File: src/rtl/sa_pkg.sv
// Shared constants and state encoding for the uint8 systolic MAC processing element.
package sa_pkg;
  localparam int UINT8_W   = 8;
  localparam int ACC_W_DEF = 24;
  localparam int K_LEN_DEF = 9;

  typedef enum logic {
    IDLE  = 1'b0,
    ACCUM = 1'b1
  } pe_state_t;
endpackage

File: src/rtl/uint8_mac_acc.sv
// Window accumulator: beat counter, running sum and the IDLE/ACCUM FSM.
// Defining PE_SATURATE_EN clamps the running sum at its maximum instead of wrapping.
module uint8_mac_acc
  import sa_pkg::*;
#(
  parameter int ACC_W = ACC_W_DEF,
  parameter int K_LEN = K_LEN_DEF
) (
  input  logic               clk,
  input  logic               rst,
  input  logic [UINT8_W-1:0] a_in,
  input  logic [UINT8_W-1:0] w_in,
  input  logic               valid_in,
  input  logic               clear_in,
  output logic               done,
  output logic [ACC_W-1:0]   sum
);
  localparam logic [7:0] LAST_CNT = 8'(K_LEN - 1);

  pe_state_t              state;
  logic [7:0]             count;
  logic [ACC_W-1:0]       acc;
  logic [2*UINT8_W-1:0]   product;
  logic [ACC_W-1:0]       acc_base;
  logic [7:0]             count_base;

  function automatic logic [ACC_W-1:0] acc_add(input logic [ACC_W-1:0] x,
                                               input logic [ACC_W-1:0] y);
`ifdef PE_SATURATE_EN
    logic [ACC_W:0] s;
    s = {1'b0, x} + {1'b0, y};
    return s[ACC_W] ? '1 : s[ACC_W-1:0];
`else
    return x + y;
`endif
  endfunction

  assign product = 16'(a_in) * 16'(w_in);

  // A clear (or an idle FSM) makes the current beat the first of a fresh window.
  always_comb begin
    acc_base   = acc;
    count_base = count;
    if (clear_in || state == IDLE) begin
      acc_base   = '0;
      count_base = '0;
    end
  end

  assign sum  = acc_add(acc_base, ACC_W'(product));
  assign done = valid_in && (count_base == LAST_CNT);

  always_ff @(posedge clk or posedge rst) begin
    if (rst) begin
      state <= IDLE;
      acc   <= '0;
      count <= '0;
    end else if (valid_in) begin
      if (done) begin
        state <= IDLE;
        acc   <= '0;
        count <= '0;
      end else begin
        state <= ACCUM;
        acc   <= sum;
        count <= count_base + 8'd1;
      end
    end else if (clear_in) begin
      state <= IDLE;
      acc   <= '0;
      count <= '0;
    end
  end
endmodule

File: src/rtl/uint8_mac_pe.sv
// uint8 systolic MAC PE: operand pass-through plus a one-deep result buffer with handshake.
// Optional build macro PE_SATURATE_EN (clamping accumulator, see uint8_mac_acc).
module uint8_mac_pe
  import sa_pkg::*;
#(
  parameter int ACC_W = ACC_W_DEF,
  parameter int K_LEN = K_LEN_DEF
) (
  input  logic               clk,
  input  logic               rst,
  input  logic [UINT8_W-1:0] a_in,
  input  logic [UINT8_W-1:0] w_in,
  input  logic               valid_in,
  input  logic               clear_in,
  output logic [UINT8_W-1:0] a_out,
  output logic [UINT8_W-1:0] w_out,
  output logic               valid_out,
  output logic [ACC_W-1:0]   res_out,
  output logic               res_valid,
  input  logic               res_ready,
  output logic               ovf_out
);
  logic             done;
  logic [ACC_W-1:0] sum;

  uint8_mac_acc #(
    .ACC_W (ACC_W),
    .K_LEN (K_LEN)
  ) u_acc (
    .clk      (clk),
    .rst      (rst),
    .a_in     (a_in),
    .w_in     (w_in),
    .valid_in (valid_in),
    .clear_in (clear_in),
    .done     (done),
    .sum      (sum)
  );

  // Pass-through stage to east/south neighbours, never stalled.
  always_ff @(posedge clk or posedge rst) begin
    if (rst) begin
      a_out     <= '0;
      w_out     <= '0;
      valid_out <= 1'b0;
    end else begin
      a_out     <= a_in;
      w_out     <= w_in;
      valid_out <= valid_in;
    end
  end

  // Result stage: a new completion always wins; overwriting an unconsumed result is sticky.
  always_ff @(posedge clk or posedge rst) begin
    if (rst) begin
      res_out   <= '0;
      res_valid <= 1'b0;
      ovf_out   <= 1'b0;
    end else if (done) begin
      res_out   <= sum;
      res_valid <= 1'b1;
      if (res_valid && !res_ready) ovf_out <= 1'b1;
    end else if (res_valid && res_ready) begin
      res_valid <= 1'b0;
    end
  end
endmodule

File: config.mk
export PLATFORM = sky130hd
export DESIGN_NAME = uint8_mac_pe
export DESIGN_NICKNAME = d
export VERILOG_FILES = /design/src/rtl/sa_pkg.sv /design/src/rtl/uint8_mac_acc.sv /design/src/rtl/uint8_mac_pe.sv
export SDC_FILE = /design/constraint.sdc
export NUM_CORES = 1
export LEC_CHECK = 0
export CAP_MARGIN = 0
export CORE_UTILIZATION = 40
export DETAILED_ROUTE_END_ITERATION = 7
export DONT_BUFFER_PORTS = 1
export GPL_TIMING_DRIVEN = 0
export PLACE_DENSITY_LB_ADDON = 0.1
export SLEW_MARGIN = 20
export SYNTH_ARGS = -nofsm -noshare
export SYNTH_HDL_FRONTEND = slang
export SYNTH_SLANG_ARGS = --single-unit
File: constraint.sdc
create_clock -name clk -period 6.13 [get_ports clk]
set_input_delay 1.5325 -clock clk [delete_from_list [all_inputs] [get_ports clk]]
set_output_delay 1.5325 -clock clk [all_outputs]
set_load 0.01 [all_outputs]
==> run_results.csv <==
group,metric,value,unit
die,io_pins,64,
synth,synth_cells,601,
setup_path,end_kind,"flip-flop",
placed_design,place_area,0.006066,sq mm
sta,fin_crit,5.824,ns
drt,detail-route-antenna-nets,0,
placed_design,dp.cells,782,
min_path,hold_path_class,"reg2reg",
drt,initialDrtViolationCount,149,
synth,synth_seq_area_share,0.3270,
drt,viasPerCell,5.173,
die,die_h,122.6,um
run_status,status,"completed",
clock_tree,cts_tree,"done",
clock_tree,htree_levels,3,
synth,yosysUniqueCellTypes,60,
clock_tree,cts.sink_count,76,
global_route,gr-total-overflow,0,
sta,fmax,0.1717,GHz
final_layout,final_cell_mix,"106 x nand2_1, 77 x inv_1, 76 x dfrtp_1",
sta,maxSlewHeadroom,0.5986,
min_path,hold_start,"u_acc.state",
final_layout,final_cells,797,
setup_path,path_max_fanout,19,
drt,dr.pass1.iters,4,
setup_path,critPathMaxStageDelay,0.52,ns
drt,drcViolationCount,0,
global_route,use_met1,0.2641,
setup_path,critPathBufInv,2,
placed_design,gp_congestion,0.8089,
clock_tree,clk_pin_slew,0.06,ns
final_layout,antennaDiodeCount,0,
synth,yosysWarningCount,0,
min_path,holdPathEnd,"u_acc.state",
synth,async_reset_ff_frac,1.000,
clock_tree,cts_hold_buf,0,
setup_path,cp_data_required_time,6.36,ns
setup_path,worstPathArrival,6.05,ns
final_layout,final_common_cell,"nand2_1",
final_layout,utilization,0.4551,
global_route,grt_pass1_wl,22850,um
sta,fin_tns_setup,0,ns
final_layout,syn_to_final_growth,9.873,%
pwr,intPower,1.357,mW
job,cap_violations,0,
setup_path,path_class,"in2reg",
min_path,holdPathStages,2,
die,dieWidth,122.6,um
pwr,swShare,0.3963,
setup_path,worst_r2r_path_depth,16,
setup_path,crit_family,"adder cells",
pwr,p_leak,3.244,nW
synth,ys_ff_latch,76,
sta,maxSlewViolCount,0,
setup_path,r2r-start,"u_acc.state",
global_route,antenna_found_initial,0,
setup_path,crit_path_cell_trace,"nor2b_2 > buf_4 > clkbuf_2 > and2_1 > ha_1 > fa_1 > fa_1 > fa_1 > ha_1 > a21o_1 > a31oi_1 > o21ai_1 > o22ai_2 > o21ai_2 > and4_1 > a211o_1",
global_route,busiest_layer,"met2",
synth,synth_ff_type,"dfrtp_1",
setup_path,slowest_stage,"fa_1",
sta,setup_slack,0.3061,ns
sta,fin_skew,0.006102,ns
pwr,p_sw,0.8911,mW
setup_path,reg2reg_to,"u_acc.acc[23]",
pwr,power_density,351.8,mW/mm^2
sta,hold_violations,0,
pwr,power_frac_comb,0.479,
synth,syn_area_per_cell,9.679,sq um
placed_design,dp_hpwl,10310,um
die,core-area,0.01404,sq mm
global_route,use_met2,0.3318,
drt,wl_per_cell,16.80,um
pwr,total_power,2.249,mW
final_layout,fin_nets,726,
final_layout,drive_gt1_frac,0.07942,
placed_design,pre_cts_slack,-0.7544,ns
drt,dr_total_vias,4123,
synth,synth-edff-count,0,
drt,wl,13390,um
clock_tree,clk-insertion-delay-late,0.35,ns
sta,fin_hold_ws,0.4761,ns
pwr,vdd_drop_max,173.5,uV
die,start_util,0.4142,
die,die_area,0.01503,sq mm
global_route,met3_usage,0.04043,
synth,netlist_area,0.005817,sq mm
setup_path,crit_path_frequent_cell,"fa_1",
sta,post-route-period-util,0.9501,
sta,setup_viol,0,
global_route,grt_max_degree,40,
global_route,grt_pass1_vias,4408,
die,rows,43,
global_route,grt_use_total,0.2019,
setup_path,reg2reg_slack,1.11,ns
clock_tree,cts_root_buffer,"clkbuf_16",
clock_tree,clk_path_buf_depth,2,
synth,synthesis.nets,715,
setup_path,critPathLaunchType,"input port",
sta,rsz0062_at_grt,"no",
final_layout,design_area,0.006391,sq mm
placed_design,port_buffers,0,
sta,tightest_slew,0.6022,ns
pwr,seqPwrFrac,0.258,
pwr,p_clk_frac,0.263,
clock_tree,cts-buffers-inserted,9,
==> state kept, by name (all words and copies together), names as in the netlist <==
register     flops
res_out         24
u_acc.acc       24
a_out            8
u_acc.count      8
w_out            8
ovf_out          1
res_valid        1
u_acc.state      1
valid_out        1
==> worst min-delay path: stages (launching register included) <==
cell and delay (ns):
dfrtp_1 0.34, nand2_1 0.05, nand2_1 0.06
==> worst max-delay path by stage <==
stage / to / depth (start not counted) / slack (ns) / startpoint
after floorplan: res_out[17] / 19 / 0.07 / clear_in
after global placement: res_out[17] / 19 / -0.74 / clear_in
after detailed placement: u_acc.acc[19] / 19 / -0.75 / clear_in
after CTS: u_acc.acc[23] / 19 / 0.03 / clear_in
after global routing: res_out[17] / 18 / 0.02 / clear_in
final: u_acc.acc[23] / 16 / 0.31 / clear_in
==> layer usage <==
metal  wire (um)  share of wire
met1        6223           0.46
met4         174          0.013
met5           0              0
met3         619          0.046
met2        6375           0.48
==> area by class of cell <==
cell class	instances	area, sq um
plain buffers	21	121.4
clock buffers	9	225.2
clock inverters	7	97.59
fillers	1359	7651
inverters	78	295.3
multi-input cells	425	3505
flip-flops and latches	76	1902
well taps	180	225.2
repair buffers	1	20.02
==> power by group through the flow <==
stage / sequential [mW] / clock, mW / combinational (mW)
finish: 0.580 / 0.591 / 1.08
global route: 0.585 / 0.621 / 1.24
CTS: 0.580 / 0.608 / 1.09
detailed placement: 0.589 / 0 / 1.08
global placement: 0.589 / 0 / 1.07
floorplan: 0.580 / 0 / 0.845
==> cells in the mapped netlist (3+ instances only) <==
cell type    n  area (sq um)
o211ai_1     3         22.52
xor2_1       7         61.31
o21bai_1     4         30.03
xnor2_1     10         87.58
a31oi_1      8         50.05
a22o_1      16         140.1
and3_1       6         37.54
nand3_1     12         60.06
fa_1        50          1001
o22ai_1      3         18.77
and2_1      49         306.5
buf_6        3         33.78
a21oi_1     11         55.05
inv_1       78         292.8
a21oi_2      4         35.03
nand2_1    106         397.9
ha_1        43         538.0
nand4_1      8         50.05
a21o_1       9         67.56
nor2_1      14         52.55
dfrtp_1     76          1902
o21ai_0     18         90.09
a32o_1       3         30.03
clkbuf_1    13         48.80
==> cell families after synthesis <==
family	Yosys count	share of synthesized area
buffers and inverters	100	0.07098
flip-flops	76	0.3270
adder cells (fa/ha/maj)	93	0.2646
multiplexers	3	0.006452
AO/OA/AOI/OAI	100	0.1280
AND/OR/NAND/NOR	212	0.1775
XOR/XNOR	17	0.02560
==> timing repair <==
| action | in CTS | in global routing |
|---|---|---|
| resized for setup | 4 | 2 |
| pin swaps | 0 | 0 |
| buffers inserted | 0 | 0 |
| endpoints found under the setup margin | 24 | 19 |
Note: power is estimated with default switching activity, not from simulation.
